## src/rtl/gshare_bht.sv

```systemverilog
// -----------------------------------------------------------------------------
// gshare_bht
//   Global-history (gshare) branch direction predictor. The table holds
//   SATUR_COUNT_W-bit saturating counters, indexed by the PC index bits XORed
//   with the global history register (GHR).
//   Fetch reads a prediction combinationally and speculatively shifts the GHR.
//   Execute trains the table and repairs the GHR on a mispredict.
//
// Ports
//   clk_i             clock
//   arst_i            asynchronous active-high reset
//   stall_fetch_i     freezes every counter and GHR write
//   pred_valid_i      fetch holds a branch this cycle (shifts the GHR)
//   set_index_i       fetch PC index bits
//   bht_pred_taken_o  predicted direction (counter MSB)
//   pred_ghr_o        GHR snapshot used for this prediction
//   bht_update_i      resolved branch present in execute
//   branch_taken_i    resolved direction
//   set_index_exec_i  execute PC index bits
//   update_ghr_i      GHR snapshot carried down the pipe with the branch
//   mispredict_i      direction mispredicted (qualified by bht_update_i)
//
// Handshake: there is no ready/back-pressure signal. pred_valid_i and
// bht_update_i are single-cycle qualifiers; a transfer happens on a clock edge
// where the qualifier is high and stall_fetch_i is low. While stalled, the
// producer keeps the execute inputs stable until the stall drops.
// -----------------------------------------------------------------------------
module gshare_bht #(
   parameter int SET_COUNT     = 32,
   parameter int INDEX_WIDTH   = 5,
   parameter int SATUR_COUNT_W = 2,
   parameter int HIST_W        = 4,
   parameter int RESET_STATE   = 1
) (
   input  logic                   clk_i,
   input  logic                   arst_i,
   input  logic                   stall_fetch_i,
   input  logic                   pred_valid_i,
   input  logic [INDEX_WIDTH-1:0] set_index_i,
   output logic                   bht_pred_taken_o,
   output logic [HIST_W-1:0]      pred_ghr_o,
   input  logic                   bht_update_i,
   input  logic                   branch_taken_i,
   input  logic [INDEX_WIDTH-1:0] set_index_exec_i,
   input  logic [HIST_W-1:0]      update_ghr_i,
   input  logic                   mispredict_i
);

   localparam logic [SATUR_COUNT_W-1:0] CTR_RST = SATUR_COUNT_W'(RESET_STATE);
   localparam logic [SATUR_COUNT_W-1:0] CTR_MAX = '1;

   logic [SATUR_COUNT_W-1:0] ctr_q [SET_COUNT];
   logic [HIST_W-1:0]        ghr_q;
   logic [HIST_W-1:0]        ghr_next;
   logic [INDEX_WIDTH-1:0]   pidx;
   logic [INDEX_WIDTH-1:0]   uidx;
   logic [SATUR_COUNT_W-1:0] ctr_cur;
   logic [SATUR_COUNT_W-1:0] ctr_next;
   logic                     do_train;

   // History is shorter than (or equal to) the index; the cast zero-extends it.
   assign pidx = set_index_i ^ INDEX_WIDTH'(ghr_q);
   assign uidx = set_index_exec_i ^ INDEX_WIDTH'(update_ghr_i);

   // Reads come straight from the registered table, so a same-cycle write to
   // the same entry is only seen on the following cycle.
   assign bht_pred_taken_o = ctr_q[pidx][SATUR_COUNT_W-1];
   assign pred_ghr_o       = ghr_q;

   assign do_train = bht_update_i & ~stall_fetch_i;

   // Saturating increment/decrement; the counter never wraps.
   always_comb begin
      ctr_cur  = ctr_q[uidx];
      ctr_next = ctr_cur;
      if (branch_taken_i) begin
         if (ctr_cur != CTR_MAX) ctr_next = ctr_cur + 1'b1;
      end else begin
         if (ctr_cur != '0) ctr_next = ctr_cur - 1'b1;
      end
   end

   // Repair beats the speculative shift: a mispredict means the fetch-side
   // history is on the wrong path, so any same-cycle shift is thrown away.
   always_comb begin
      ghr_next = ghr_q;
      if (!stall_fetch_i) begin
         if (bht_update_i && mispredict_i) begin
            ghr_next = {update_ghr_i[HIST_W-2:0], branch_taken_i};
         end else if (pred_valid_i) begin
            ghr_next = {ghr_q[HIST_W-2:0], bht_pred_taken_o};
         end
      end
   end

   always_ff @(posedge clk_i or posedge arst_i) begin
      if (arst_i) begin
         ghr_q <= '0;
         for (int i = 0; i < SET_COUNT; i++) begin
            ctr_q[i] <= CTR_RST;
         end
      end else begin
         ghr_q <= ghr_next;
         if (do_train) begin
            ctr_q[uidx] <= ctr_next;
         end
      end
   end

endmodule

```

## config.mk

```make
export PLATFORM = sky130hd
export DESIGN_NAME = gshare_bht
export DESIGN_NICKNAME = d
export VERILOG_FILES = /design/src/rtl/gshare_bht.sv
export SDC_FILE = /design/constraint.sdc
export NUM_CORES = 1
export LEC_CHECK = 0
export CAP_MARGIN = 20
export CORE_ASPECT_RATIO = 0.9
export CORE_MARGIN = 10
export CORE_UTILIZATION = 30
export CTS_CLUSTER_SIZE = 12
export DETAILED_ROUTE_END_ITERATION = 10
export GPL_TIMING_DRIVEN = 0
export SKIP_LAST_GASP = 1
export SLEW_MARGIN = 30
export SYNTH_ARGS = -nofsm -noshare
export SYNTH_HDL_FRONTEND = slang
export SYNTH_SLANG_ARGS = --single-unit
```

## constraint.sdc

```tcl
create_clock -name clk_i -period 4.65 [get_ports clk_i]
set_clock_uncertainty 0.1 [all_clocks]
set_input_delay 0.93 -clock clk_i [delete_from_list [all_inputs] [get_ports clk_i]]
set_output_delay 0.93 -clock clk_i [all_outputs]
set_load 0.02 [all_outputs]
```

==> results.json, run 1 <==
{
  "drive_above_1_share": 0.2558,
  "core_region_area_sq_um": 12880,
  "synth-seq-area-share": 0.4355,
  "cts.path.max_buffers": 2,
  "synth.avg_cell_area_sq_um": 10.25,
  "portBuffers": 25,
  "worstSkewPairLatency_ns": 0.33,
  "slew_viol_final": 0,
  "max_stage_delay_ns": 0.59,
  "viasPerCell": 5.401,
  "clk_pin_slew_ns": 0.05,
  "rr_endpoint": "pred_ghr_o[0]",
  "hp-start": "ctr_q[58]",
  "hpwl_mm": 8.558,
  "final_antenna_net_count": 0,
  "final_design_area_no_fill_sq_um": 4905,
  "setup_viol": 0,
  "path_cells": "clkdlybuf4s50_1 -> xor2_4 -> buf_12 -> mux4_1 -> mux4_2 -> mux2i_2 -> inv_1 -> dlygate4sd2_1",
  "die_h_microns": 129.5,
  "nets": 450,
  "crit_buf_inv": 4,
  "final_util": 0.3807,
  "wire_per_inst_microns": 19.31,
  "synth_fp_nets": 411,
  "diodes": 0,
  "cts_tree": "done",
  "arrival_ns": 3.54,
  "rsz0062_at_grt": "false",
  "finalCritPeriodShare": 0.9827,
  "vias": 3230,
  "synth_seq_cells": 68,
  "r2r_slack_ns": 1.86,
  "ios": 26,
  "required_ns": 3.62,
  "gp_congestion": 0.9149,
  "peakVddDrop_mv": 0.1648,
  "dieArea_sq_um": 18350,
  "hold_viol": 0,
  "synth-edff-count": 0,
  "ys_warn_count": 0,
  "min_to": "ctr_q[58]",
  "cts_root_buf": "clkbuf_16",
  "synthesis.area_sq_um": 3999,
  "maxCapViolations": 0,
  "grt_pass1_wl_mm": 18.44,
  "drt_iter0_markers": 316,
  "cellLeakagePower_nw": 1.877,
  "htreeDepth": 3,
  "synth-async-reset-ratio": 1.000,
  "tightest_slew_ns": 0.9007,
  "r2r_start": "pred_ghr_o[0]",
  "grt_usage": 0.1281,
  "hp-class": "reg2reg",
  "area_delta_synth_final_pct": 22.65,
  "numCtsBuffers": 9,
  "cp-start-kind": "primary input",
  "cp_slowest_cell": "mux4_1",
  "synth_cells": 390,
  "cts_sinks": 68,
  "initial_core_util": 0.3104,
  "postRouteWirelength_mm": 11.55,
  "grt_overflow": 0,
  "p_per_area_nw_per_um2": 440.9,
  "hold_path_depth": 2,
  "cp_max_fo": 8,
  "fp-row-count": 39,
  "grt_max_degree": 51,
  "synth.distinct_cells": 50,
  "status": "completed",
  "fp.dieW_microns": 141.7,
  "max_freq_mhz": 218.8,
  "critPathKind": "in2out",
  "relSlewSlack": 0.3962,
  "end_kind": "output port",
  "path_delay_family": "multiplexers",
  "drc": 0,
  "drt-pass1-iter-count": 5,
  "fin_crit_ns": 4.570,
  "holdWs_ns": 0.3688,
  "antenna_found_initial": 0,
  "dpl_cell_area_sq_um": 4519,
  "r2r_cells": 9,
  "grt_pass1_vias": 3201,
  "synth_flop_cell": "dfrtp_1"
}
==> state kept, by name, summed over array words and instances (netlist names) <==
| name | count |
|---|---|
| ctr_q | 64 |
| pred_ghr_o | 4 |
==> cell families (layout without fill, tap and decap cells) <==
logic type	after synthesis	after routing	share of synthesized area
buf+inv	21	65	0.04161
xor+xnor	12	12	0.03379
mux	29	29	0.1217
compound gates	100	100	0.1949
flops	68	68	0.4355
simple gates	160	160	0.1724
==> synthesized netlist by cell type (all sizes together), types with 2 or more instances <==
cell type	count	share of area
a2111oi	2	0.0059
a21oi	4	0.0059
a22oi	3	0.0056
a32oi	6	0.013
buf	15	0.036
dfrtp	36	0.23
dfstp	32	0.21
inv	5	0.0047
mux2	2	0.0056
mux2i	13	0.033
mux4	14	0.084
nand2	123	0.12
nand3	4	0.0050
nand4	2	0.0047
nor2	6	0.0056
nor2b	3	0.0047
nor3	16	0.024
o21ai	38	0.048
o21bai	2	0.0038
o31ai	34	0.084
o32ai	3	0.011
xnor2	4	0.011
xor2	8	0.023
==> power by group <==
part / leakage (nW) / internal, W / switching (W)
logic: 0.896 / 0.000247 / 0.000322
clock network: 0.163 / 0.000522 / 0.000247
registers: 0.818 / 0.000741 / 0.0000825
==> metrics by stage <==
stage | power (W) | setup slack, ns | setup TNS (ns) | instances
floorplan | 0.001189 | 0.6581 | 0 | 390
global placement | 0.001359 | -0.9201 | -0.9201 | 579
detailed placement | 0.001381 | -0.5616 | -0.5616 | 580
CTS | 0.002161 | 0.05382 | 0 | 597
global route | 0.002264 | 0.02077 | 0 | 598
finish | 0.002162 | 0.08036 | 0 | 598
==> worst register-to-register path, cell delays in order (launching register included) <==
cell	delay, ns
dfrtp_1	0.47
xor2_4	0.22
buf_12	0.17
mux4_1	0.59
mux4_2	0.55
mux2i_2	0.20
buf_4	0.14
nand2_1	0.04
a21oi_1	0.14
a21oi_1	0.06
==> placed cells by master, fill, tap and decap left out, types with 2 or more instances in the layout <==
master,netlist,routed
mux2i_1,13,12
clkbuf_1,1,3
o31ai_2,13,13
clkinv_2,0,2
bufinv_16,0,3
dfstp_2,32,32
mux2_2,2,2
o21ai_0,9,9
nor3_1,13,9
o21ai_1,29,29
a21oi_1,3,3
mux4_2,9,9
nor2_1,6,6
nand3_1,4,4
clkdlybuf4s50_1,0,24
nor2b_1,3,3
nor3_2,3,7
buf_2,4,4
clkbuf_16,0,9
xnor2_1,3,3
nand2_1,123,123
o32ai_1,2,2
inv_1,5,4
xor2_1,5,3
xor2_4,0,2
a32oi_1,6,6
buf_6,11,11
o31ai_1,20,20
dfrtp_1,36,36
a22oi_1,3,3
xor2_2,3,3
o21bai_1,2,2
mux4_1,5,5
==> worst max-delay path by stage <==
stage / startpoint / to / slack (ns) / depth (start not counted)
floorplan: set_index_i[0] / bht_pred_taken_o / 0.66 / 5
finish: set_index_i[0] / bht_pred_taken_o / 0.08 / 8
global placement: set_index_i[0] / bht_pred_taken_o / -0.92 / 7
global route: set_index_i[0] / bht_pred_taken_o / 0.02 / 8
CTS: set_index_i[0] / bht_pred_taken_o / 0.05 / 8
detailed placement: set_index_i[0] / bht_pred_taken_o / -0.56 / 7
==> area by class of cell <==
cell class | instances | area [sq um]
fill | 1276 | 7978
multi-input combinational | 301 | 2152
sequential | 68 | 1742
timing repair buffer | 28 | 304.0
clock buffer | 11 | 232.7
tap | 164 | 205.2
buffer | 16 | 147.6
clock inverter | 5 | 100.1
inverter | 5 | 21.27
==> layer usage <==
metal  global-route usage  vias up  routed length (microns)
met5                    0        -                        0
li1                     -     1515                        -
met1               0.1840     1600                     5676
met2               0.1902      103                     5002
met3              0.02922       12                      754
met4              0.03063        0                      117
==> repair_timing <==
action	4_1_cts	5_1_grt
setup buffers	1	1
endpoints found under the setup margin	1	1
gates resized for setup	3	1
hold buffers	0	0
pin swaps	0	0
Note: power is estimated with default switching activity, not from simulation.
==> inputs of run 2 (changes only) <==
- SETUP_SLACK_MARGIN: not set -> 0.4
==> results.json, run 2 (same netlist as run 1, synthesis figures left out) <==
{
  "status": "completed",
  "nets": 451,
  "gp_congestion": 0.9149,
  "cts_tree": "done",
  "viasPerCell": 5.392,
  "relSlewSlack": 0.3905,
  "dp_cells": 580,
  "vias": 3230,
  "die_h_microns": 129.5,
  "fin_crit_ns": 4.211,
  "r2r_cells": 9,
  "dpl_cell_area_sq_um": 4519,
  "setup_viol": 0,
  "antenna_found_initial": 0,
  "area_delta_synth_final_pct": 23.03,
  "multi_input_area_sq_um": 2148,
  "cts_sinks": 68,
  "cp_max_fo": 8,
  "clk_pin_slew_ns": 0.05,
  "timing.setup.tns_ns": 0,
  "cts_hold_buf": 0,
  "cts.path.max_buffers": 2,
  "fp.dieW_microns": 141.7,
  "max_freq_mhz": 237.4,
  "tightest_slew_ns": 0.9093,
  "cellLeakagePower_nw": 1.881,
  "grt_pass1_wl_mm": 18.46,
  "dp_slack_ns": -0.5616,
  "core_region_area_sq_um": 12880,
  "cp-start-kind": "primary input",
  "final_design_area_no_fill_sq_um": 4920,
  "final_common_cell": "nand2_1",
  "r2r_start": "pred_ghr_o[0]",
  "min_to": "ctr_q[58]",
  "largest_reg_flops": 64,
  "maxCapViolations": 0,
  "drt-pass1-iter-count": 5,
  "slew_viol_final": 0,
  "p_per_area_nw_per_um2": 441.7,
  "end_kind": "output port",
  "finalNonFillerCells": 599,
  "diodes": 0,
  "grt_overflow": 0,
  "peakVddDrop_mv": 0.1670,
  "portBuffers": 25,
  "htreeDepth": 3,
  "finalCritPeriodShare": 0.9057,
  "hpwl_mm": 8.558,
  "hp-class": "reg2reg",
  "dieArea_sq_um": 18350,
  "wire_per_inst_microns": 19.32,
  "drive_above_1_share": 0.2598,
  "final_util": 0.3819,
  "hold_path_depth": 2,
  "hp-start": "ctr_q[58]",
  "numCtsBuffers": 9,
  "rsz0062_at_grt": "false",
  "required_ns": 3.62,
  "ios": 26,
  "regMostFlops": "ctr_q",
  "drc": 0,
  "fill_cells": 1277,
  "arrival_ns": 3.18,
  "grt_usage": 0.1282,
  "hold_viol": 0,
  "rr_endpoint": "pred_ghr_o[0]",
  "drt_iter0_markers": 301,
  "cts_root_buf": "clkbuf_16",
  "mostFrequentLayoutCells": "nand2_1, dfrtp_1, dfstp_2, o21ai_1, clkdlybuf4s50_1",
  "worstSkewPairLatency_ns": 0.33,
  "critPathKind": "in2out",
  "postRouteWirelength_mm": 11.57,
  "grt_max_degree": 51,
  "setup_slack_ns": 0.4385,
  "r2r_slack_ns": 1.91,
  "final_antenna_net_count": 0,
  "grt_pass1_vias": 3210,
  "initial_core_util": 0.3104,
  "regArea_sq_um": 1742,
  "fp-row-count": 39
}
-- run 2: cell count changes in the layout (fill, tap and decap cells not counted), sizes merged --
cell,change
clkdlybuf4s50,-2
buf,+1
clkdlybuf4s15,+1
dlygate4sd2,+1
-- run 2: final cells by class --
type	instances	area share
plain buffers	16	0.03001
clock inverters	5	0.02035
repair buffers	29	0.06562
flip-flops and latches	68	0.3540
clock buffers	11	0.04730
multi-input cells	301	0.4367
inverters	5	0.004323
well taps	164	0.04171
-- run 2: metrics by stage --
step                hold WS, ns  total power [W]
CTS                      0.3690         0.002172
detailed placement       0.3615         0.001381
global route             0.3779         0.002273
finish                   0.3694         0.002173
floorplan                0.3475         0.001189
global placement         0.3564         0.001359
-- run 2: layer usage --
metal	GRT usage	part of all wire	up-vias
li1	-	-	1517
met1	0.1838	0.50	1622
met5	0	0	-
met3	0.02995	0.054	10
met4	0.03063	0.0095	0
met2	0.1902	0.43	81
-- run 2: worst max-delay path by stage --
stage               slack (ns)                to            from
global route              0.39  bht_pred_taken_o  set_index_i[0]
CTS                       0.40  bht_pred_taken_o  set_index_i[0]
floorplan                 0.66  bht_pred_taken_o  set_index_i[0]
global placement         -0.92  bht_pred_taken_o  set_index_i[0]
detailed placement       -0.56  bht_pred_taken_o  set_index_i[0]
finish                    0.44  bht_pred_taken_o  set_index_i[0]
-- run 2: power by group --
part / total (W) / switching [W] / internal (W)
clock network: 0.000771 / 0.000249 / 0.000522
registers: 0.000824 / 0.0000830 / 0.000741
logic: 0.000577 / 0.000324 / 0.000254
total: 0.00217 / 0.000656 / 0.00152
-- run 2: worst max-delay path, stage by stage --
cell and delay [ns]:
clkdlybuf4s15_1 0.25, xor2_4 0.18, buf_12 0.17, mux4_2 0.53, mux4_2 0.53, mux2i_2 0.20, inv_1 0.06, dlygate4sd2_1 0.32
-- run 2: repair_timing --
action	4_1_cts	5_1_grt
setup endpoints to repair	1	1
endpoints found under the hold margin	0	0
pin swaps	0	0
setup buffers	2	1
resized for setup	7	1
==> inputs of run 3 (changes only) <==
- HOLD_SLACK_MARGIN: not set -> 0.08
- TNS_END_PERCENT: not set -> 1
- clock period: 4.65 -> 5.17 ns (I/O delays scaled with it)
==> results.json, run 3 (same netlist as run 1, synthesis figures left out) <==
{
  "hold_viol": 0,
  "drc": 0,
  "cts_tree": "done",
  "p_int_w": 0.001356,
  "rsz0062_at_grt": "false",
  "dpl_cell_area_sq_um": 4519,
  "drt-pass1-iter-count": 5,
  "die_h_microns": 129.5,
  "ios": 26,
  "setup_viol": 0,
  "clk_pin_slew_ns": 0.05,
  "final_antenna_net_count": 0,
  "cellLeakagePower_nw": 1.874,
  "drive_above_1_share": 0.2540,
  "cp-start-kind": "primary input",
  "grt_max_degree": 51,
  "p_switching_w": 0.0005830,
  "holdWs_ns": 0.3698,
  "initial_core_util": 0.3104,
  "grt_usage": 0.1281,
  "p_per_area_nw_per_um2": 396.0,
  "cts_sinks": 68,
  "power_frac_comb": 0.262,
  "numCtsBuffers": 9,
  "power_w": 0.001939,
  "r2r_cells": 8,
  "final_common_cell": "nand2_1",
  "cts_root_buf": "clkbuf_16",
  "mostFrequentLayoutCells": "nand2_1, dfrtp_1, dfstp_2, o21ai_1, clkdlybuf4s50_1",
  "gp_congestion": 0.9149,
  "fp-row-count": 39,
  "status": "completed",
  "arrival_ns": 3.55,
  "tightest_slew_ns": 0.9222,
  "diodes": 0,
  "relSlewSlack": 0.3818,
  "viasPerCell": 5.347,
  "wire_per_inst_microns": 19.23,
  "peakVddDrop_mv": 0.1475,
  "largest_reg_flops": 64,
  "regMostFlops": "ctr_q",
  "fp.dieW_microns": 141.7,
  "power_frac_clock": 0.356,
  "cts_hold_buf": 0,
  "sw_frac_of_total": 0.3007,
  "antenna_found_initial": 0,
  "final_design_area_no_fill_sq_um": 4896,
  "end_kind": "output port",
  "required_ns": 4.04,
  "fin_crit_ns": 4.686,
  "hpwl_mm": 8.558,
  "htreeDepth": 3,
  "grt_pass1_vias": 3199,
  "vias": 3192,
  "nets": 449,
  "grt_pass1_wl_mm": 18.44,
  "sequentialPowerShare": 0.382,
  "drt_iter0_markers": 313,
  "max_freq_mhz": 213.4,
  "maxCapViolations": 0,
  "dieArea_sq_um": 18350,
  "worstSkewPairLatency_ns": 0.33,
  "postRouteWirelength_mm": 11.48,
  "critPathKind": "in2out",
  "grt_overflow": 0,
  "portBuffers": 25,
  "finalCritPeriodShare": 0.9063,
  "hold_path_depth": 2,
  "cp_max_fo": 8,
  "cts.path.max_buffers": 2,
  "core_region_area_sq_um": 12880,
  "area_delta_synth_final_pct": 22.43,
  "hp-class": "reg2reg",
  "slew_viol_final": 0
}
[run 3: repair_timing]
item / CTS / global route
gates resized for setup: 5 / 0
endpoints found under the setup margin: 1 / 0
setup buffers: 1 / 0
[run 3: layout make-up]
type / instances / area [sq um]
buffer: 16 / 147.6
clock inverter: 5 / 100.1
sequential: 68 / 1742
timing repair buffer: 27 / 295.3
tap: 164 / 205.2
clock buffer: 11 / 232.7
fill: 1278 / 7986
multi-input combinational: 301 / 2152
inverter: 5 / 21.27
[run 3: per-layer routing]
layer / track usage / wire length [microns] / vias up
met3: 0.02922 / 668 / 11
met1: 0.1840 / 5703 / 1579
met5: 0 / 0 / -
li1: - / - / 1515
met2: 0.1902 / 4993 / 87
met4: 0.03063 / 114 / 0
[run 3: worst max-delay path, stage by stage]
cell	delay (ns)
clkdlybuf4s50_1	0.56
xor2_4	0.43
mux4_1	0.40
mux4_2	0.54
mux2i_2	0.21
inv_1	0.06
dlygate4sd2_1	0.32
[run 3: final timing paths]
path | to | slack [ns] | startpoint
setup reg to reg | pred_ghr_o[0] | 2.47 | pred_ghr_o[0]
setup / recovery | bht_pred_taken_o | 0.48 | set_index_i[1]
hold reg to reg | ctr_q[58] | 0.37 | ctr_q[58]
min in group asynchronous | ctr_q[19] | 0.91 | arst_i
hold / removal | ctr_q[58] | 0.37 | ctr_q[58]
max in group asynchronous | ctr_q[0] | 3.48 | arst_i
[run 3: power groups by stage]
stage	Sequential, W	Clock (W)	Combinational [W]
after floorplan	0.000723	0	0.000346
after global placement	0.000740	0	0.000482
after detailed placement	0.000745	0	0.000497
after CTS	0.000740	0.000698	0.000507
after global routing	0.000753	0.000726	0.000553
final	0.000740	0.000691	0.000507
[run 3: stage by stage]
stage | setup slack, ns | utilization | cells | TNS [ns]
after floorplan | 0.9701 | - | 390 | 0
after global placement | -0.6081 | 0.3458 | 579 | -0.6081
after detailed placement | -0.2496 | 0.3508 | 580 | -0.2496
after CTS | 0.5231 | 0.3801 | 597 | 0
after global routing | 0.4288 | 0.3801 | 597 | 0
final | 0.4845 | 0.3801 | 597 | 0
